===== src/rtl/sram_bridge_pkg.sv =====
// Shared types and constants for the 32-to-16-bit SRAM width bridge.
package sram_bridge_pkg;

    typedef enum logic [1:0] {
        IDLE    = 2'd0,
        ACC_LO  = 2'd1,
        ACC_HI  = 2'd2,
        RD_TAIL = 2'd3
    } bridge_state_t;

    localparam logic HALF_LO = 1'b0;
    localparam logic HALF_HI = 1'b1;

    // Processor word must be exactly two SRAM half-words wide.
    localparam int WIDTH_RATIO = 2;

    function automatic bit width_ratio_ok(input int data_w, input int sram_w);
        return data_w == WIDTH_RATIO * sram_w;
    endfunction

endpackage


===== src/rtl/sram_width_bridge.sv =====
// Splits each 32-bit processor access into two 16-bit synchronous-SRAM accesses, low half first.
// Optional byte-enable support is built when SRAM_BRIDGE_BE_EN is defined.
module sram_width_bridge
    import sram_bridge_pkg::*;
#(
    parameter int DATA_WIDTH      = 32,
    parameter int SRAM_DATA_WIDTH = 16,
    parameter int SRAM_ADDR_WIDTH = 10
) (
    input  logic                       clk,
    input  logic                       rst,
    input  logic                       req_rd_en,
    input  logic                       req_wr_en,
    input  logic [SRAM_ADDR_WIDTH-2:0] req_addr,
    input  logic [DATA_WIDTH-1:0]      req_wr_data,
`ifdef SRAM_BRIDGE_BE_EN
    input  logic [3:0]                 req_be,
`endif
    output logic                       busy,
    output logic                       wr_ack,
    output logic                       rsp_valid,
    output logic [DATA_WIDTH-1:0]      rsp_rd_data,
    output logic                       sram_ce_n,
    output logic                       sram_we_n,
    output logic                       sram_oe_n,
    output logic                       sram_ub_n,
    output logic                       sram_lb_n,
    output logic [SRAM_ADDR_WIDTH-1:0] sram_addr,
    output logic [SRAM_DATA_WIDTH-1:0] sram_wr_data,
    input  logic [SRAM_DATA_WIDTH-1:0] sram_rd_data
);

    localparam bit W_RATIO_OK = width_ratio_ok(DATA_WIDTH, SRAM_DATA_WIDTH);
    localparam int HALF_W     = W_RATIO_OK ? DATA_WIDTH / WIDTH_RATIO : SRAM_DATA_WIDTH;

    bridge_state_t                r_state;
    bridge_state_t                w_state_next;
    logic [SRAM_ADDR_WIDTH-2:0]   r_addr;
    logic [DATA_WIDTH-1:0]        r_wdata;
    logic                         r_is_wr;
    logic [HALF_W-1:0]            r_lo;
    logic [DATA_WIDTH-1:0]        r_rsp_data;
    logic                         r_wr_ack;
    logic                         r_rsp_valid;
    logic                         w_accept;
    logic                         w_active;
    logic                         w_half;
`ifdef SRAM_BRIDGE_BE_EN
    logic [3:0]                   r_be;
`endif

    assign w_accept = (r_state == IDLE) && (req_wr_en || req_rd_en);

    always_comb begin
        w_state_next = r_state;
        case (r_state)
            IDLE:    if (req_wr_en || req_rd_en) w_state_next = ACC_LO;
            ACC_LO:  w_state_next = ACC_HI;
            ACC_HI:  w_state_next = r_is_wr ? IDLE : RD_TAIL;
            RD_TAIL: w_state_next = IDLE;
            default: w_state_next = IDLE;
        endcase
    end

    always_ff @(posedge clk) begin
        if (rst) begin
            r_state     <= IDLE;
            r_addr      <= '0;
            r_wdata     <= '0;
            r_is_wr     <= 1'b0;
            r_lo        <= '0;
            r_rsp_data  <= '0;
            r_wr_ack    <= 1'b0;
            r_rsp_valid <= 1'b0;
`ifdef SRAM_BRIDGE_BE_EN
            r_be        <= '0;
`endif
        end else begin
            r_state     <= w_state_next;
            r_wr_ack    <= (r_state == ACC_HI) && r_is_wr;
            r_rsp_valid <= (r_state == RD_TAIL);
            if (w_accept) begin
                r_addr  <= req_addr;
                r_wdata <= req_wr_data;
                r_is_wr <= req_wr_en;
`ifdef SRAM_BRIDGE_BE_EN
                r_be    <= req_be;
`endif
            end
            // SRAM data lags the address by one cycle: low half arrives during ACC_HI.
            if (r_state == ACC_HI && !r_is_wr) begin
                r_lo <= sram_rd_data;
            end
            if (r_state == RD_TAIL) begin
                r_rsp_data <= {sram_rd_data, r_lo};
            end
        end
    end

    // Gating with rst stops the SRAM from being touched on the edge that aborts an access.
    assign w_active = !rst && (r_state == ACC_LO || r_state == ACC_HI);
    assign w_half   = (r_state == ACC_HI) ? HALF_HI : HALF_LO;

    always_comb begin
        sram_ce_n    = 1'b1;
        sram_we_n    = 1'b1;
        sram_oe_n    = 1'b1;
        sram_ub_n    = 1'b1;
        sram_lb_n    = 1'b1;
        sram_addr    = '0;
        sram_wr_data = '0;
        if (w_active) begin
            sram_ce_n = 1'b0;
            sram_addr = {r_addr, w_half};
            sram_ub_n = 1'b0;
            sram_lb_n = 1'b0;
            if (r_is_wr) begin
                sram_we_n    = 1'b0;
                sram_wr_data = (w_half == HALF_HI) ? r_wdata[DATA_WIDTH-1:HALF_W]
                                                   : r_wdata[HALF_W-1:0];
`ifdef SRAM_BRIDGE_BE_EN
                sram_lb_n = (w_half == HALF_HI) ? !r_be[2] : !r_be[0];
                sram_ub_n = (w_half == HALF_HI) ? !r_be[3] : !r_be[1];
`endif
            end else begin
                sram_oe_n = 1'b0;
            end
        end
    end

    assign busy        = (r_state != IDLE);
    assign wr_ack      = r_wr_ack;
    assign rsp_valid   = r_rsp_valid;
    assign rsp_rd_data = r_rsp_data;

endmodule


===== config.mk =====
export PLATFORM = sky130hd
export DESIGN_NAME = sram_width_bridge
export DESIGN_NICKNAME = d
export VERILOG_FILES = /design/src/rtl/sram_bridge_pkg.sv /design/src/rtl/sram_width_bridge.sv
export SDC_FILE = /design/constraint.sdc
export NUM_CORES = 1
export LEC_CHECK = 0
export CORE_UTILIZATION = 41
export CTS_CLUSTER_SIZE = 20
export DETAILED_ROUTE_END_ITERATION = 16
export HOLD_SLACK_MARGIN = 0.08
export MAX_ROUTING_LAYER = met4
export PLACE_DENSITY_LB_ADDON = 0.1
export SYNTH_ARGS = -nofsm -noshare
export SYNTH_HDL_FRONTEND = slang
export SYNTH_SLANG_ARGS = --single-unit

===== constraint.sdc =====
create_clock -name clk -period 1.5 [get_ports clk]
set_clock_uncertainty 0.05 [all_clocks]
set_input_delay 0.225 -clock clk [delete_from_list [all_inputs] [get_ports clk]]
set_output_delay 0.225 -clock clk [all_outputs]
set_load 0.005 [all_outputs]

==> results.yml <==
outcome:
  status: "complete, but fails checks"
  violations: "negative setup slack"
global_routing:
  grt_start_max_net_pins: 95
  antenna_found_initial: 0
  grt_usage: 0.2197
  grt_first_pass_wirelength_mm: 14.89
  grt_pass1_vias: 3098
  grt_overflow: 0
clocking:
  root_buffer: "clkbuf_8"
  htree_levels: 3
  cts_buffers: 9
  cts_tree: "built"
  ctsHoldBuffers: 0
  cts_buffer_depth: 2
  clkLatencyLatePin_ns: 0.36
  clock_sink_count: 94
  clk_pin_slew_worst_paths_ns: 0.10
power:
  peakVddDrop_mv: 0.5926
  p_leak_nw: 2.461
  cellPowerDensity_nw_per_um2: 1156
setup_path:
  worstSetupStartpointType: "register"
  path_buf_inv: 5
  slowest_stage: "dfxtp_2"
  crit_required_ns: 1.22
  cpLargestDelayFamily: "buffers and inverters"
  worstPathCellList: "inv_2 > ha_4 > nor2b_4 > buf_6 > buf_6 > buf_6 > and2_4 > buf_6"
  crit_start: "r_state[0]$_SDFFE_PP0P_"
  worstSetupPathType: "register to primary output"
  reg2reg_from: "r_state[1]$_SDFFE_PP0P_"
  cp_max_fo: 4
  cp_data_arrival_time_ns: 1.73
  critical_path.max_stage_delay_ns: 0.34
  crit_top_cell: "buf_6"
  cp-end-kind: "primary output"
synth:
  netlist_instances: 429
  synth.ff_latch_count: 94
  yosysSeqAreaShare: 0.5154
  synth_area_leaders: "dfxtp_1 (52%), mux2i_1 (13%), nand2_1 (12%)"
  ys_async_sr_fraction: 0
  ys_warn_count: 0
  ys_types: 20
  synth_area_sq_um: 3651
  syn-num-nets: 494
  synth-main-ff-cell: "dfxtp_1"
  synth.top_cell.area_share: 0.5154
  yosysMostFrequentCell: "nand2_1"
  postSynthAreaPerCell_sq_um: 8.510
  yosysTopAreaCell: "dfxtp_1"
  yosys-top-cells-count: "nand2_1 (118), dfxtp_1 (94), a21oi_1 (59), nor2_1 (50), mux2i_1 (48)"
  synth_edf_count: 0
layout:
  synthToLayoutAreaGrowth_pct: 64.09
  layout.cells.non_filler: 686
  drive_gt1_frac: 0.2785
  nets: 638
  num_antenna_cells: 0
  utilization: 0.6903
timing:
  finalSetupViolations: 31
  fin_crit_sh: 1.340
  rsz0062_at_grt: "true"
  final.min_clock_period_ns: 2.010
  drv_slew: 0
  fmax_ghz: 0.4975
  slew_headroom: 0.3348
  hold_slack_ns: 0.3433
  hold_viol_final: 0
  fin_ws_ns: -0.5100
  worst_slew_pin_slew_ns: 0.9978
  tns_ns: -13.31
floorplan:
  die_w_um: 96.37
  dieArea_sq_um: 9286
  start_util: 0.4207
  die_h_um: 96.37
  core_sq_um: 8678
  num_io_pins: 127
  row_count: 34
place:
  numPlacedInstances: 651
  dp_hpwl_mm: 5.919
  io_buffers: 126
  gp_congestion: 0.7328
drt:
  drcViolationCount: 0
  wirelength_mm: 10.70
  ant_nets: 0
  wl_per_cell_um: 15.59
  vias: 3407
  dr.pass1.iters: 4
  drtIter0Drc: 121
  via_per_inst: 4.966
worst_hold_path:
  min_from: "req_wr_data[0]"
  hp-class: "input pin to register"
run:
  cap_violations: 0
==> placed cells by master (no fill, tap or decap), types with 2 or more instances in the layout <==
master | synthesis | layout
and2_4 | 0 | 6
a21oi_1 | 59 | 52
buf_12 | 0 | 8
mux2i_1 | 48 | 36
dlygate4sd2_1 | 0 | 13
nor2_4 | 0 | 10
nand2_4 | 0 | 2
inv_2 | 0 | 2
nor2_2 | 0 | 3
buf_4 | 6 | 8
ha_4 | 0 | 4
buf_6 | 0 | 26
buf_2 | 15 | 22
and2_1 | 10 | 4
nor2b_4 | 0 | 2
nor2_1 | 50 | 37
nand2_2 | 0 | 2
mux2i_4 | 0 | 11
a21oi_2 | 0 | 7
dfxtp_2 | 0 | 18
clkinvlp_4 | 0 | 2
clkbuf_16 | 0 | 5
dlymetal6s2s_1 | 0 | 9
buf_16 | 0 | 2
nand2_1 | 118 | 114
clkbuf_8 | 0 | 12
dfxtp_1 | 94 | 76
clkdlybuf4s50_1 | 0 | 71
==> stage by stage <==
stage / instance area, sq um / total power, W / worst slack [ns]
global placement: 5121 / 0.004388 / -0.3895
detailed placement: 5121 / 0.004424 / -0.4468
CTS: 5523 / 0.006472 / -0.5320
global route: 5991 / 0.007239 / -0.5681
finish: 5991 / 0.006925 / -0.5100
floorplan: 3672 / 0.003738 / -0.01618
==> worst reg2reg max path, delay by kind of cell (launching register included) <==
kind	cells	cell delay [ns]
buf+inv	3	0.41
mux	1	0.22
fa+ha+maj	1	0.22
flops	1	0.34
simple gates	1	0.06
==> sequential cells by signal (all words and copies together), names as in the netlist <==
register and flops:
r_addr 9, r_is_wr 1, r_lo 16, rsp_valid 1
rsp_rd_data 32, r_wdata 32, r_state 2, wr_ack 1
==> final cells by class <==
type	count	area, sq um
Sequential cell	94	1904
Multi-Input combinational cell	299	1969
Timing Repair Buffer	165	1745
Clock buffer	12	165.2
Inverter	4	17.52
Clock inverter	4	53.80
Fill cell	702	2688
Tap cell	108	135.1
==> power by group <==
part	leakage [nW]	switching [W]	internal (W)
clock	0.105	0.000895	0.000910
sequential	0.775	0.000161	0.00274
combinational	1.58	0.00103	0.00120
total	2.46	0.00208	0.00484
==> path summary, 6_finish.rpt <==
path	end	slack, ns	cells after the start
setup reg to reg	rsp_rd_data[26]$_SDFFE_PP0P_	0.05	6
setup / recovery	sram_addr[1]	-0.51	8
hold reg to reg	r_wdata[14]$_SDFFE_PP0P_	0.41	2
hold / removal	r_wdata[0]$_SDFFE_PP0P_	0.34	3
==> repair_timing <==
item	4_1_cts	5_1_grt
resized for setup	167	108
buffers inserted	9	3
endpoints found under the setup margin	71	83
pin swaps	19	12
gates cloned	7	5
==> logic make-up (layout without fill, tap and decap cells) <==
logic type / count (synthesis) / in the layout / synth area share
compound gates: 63 / 63 / 0.08979
fa+ha+maj: 4 / 4 / 0.01371
flops: 94 / 94 / 0.5154
mux: 48 / 48 / 0.1316
simple gates: 184 / 184 / 0.2008
buf+inv: 36 / 185 / 0.04866
==> metal layers <==
layer  up-vias  GRT usage  share of wire
met5         -          -              0
li1       1677          -              -
met1      1620     0.2744           0.43
met4         0    0.07843          0.014
met2        99     0.3517           0.49
met3        11    0.04581          0.069
(Power assumes the default switching activity.)
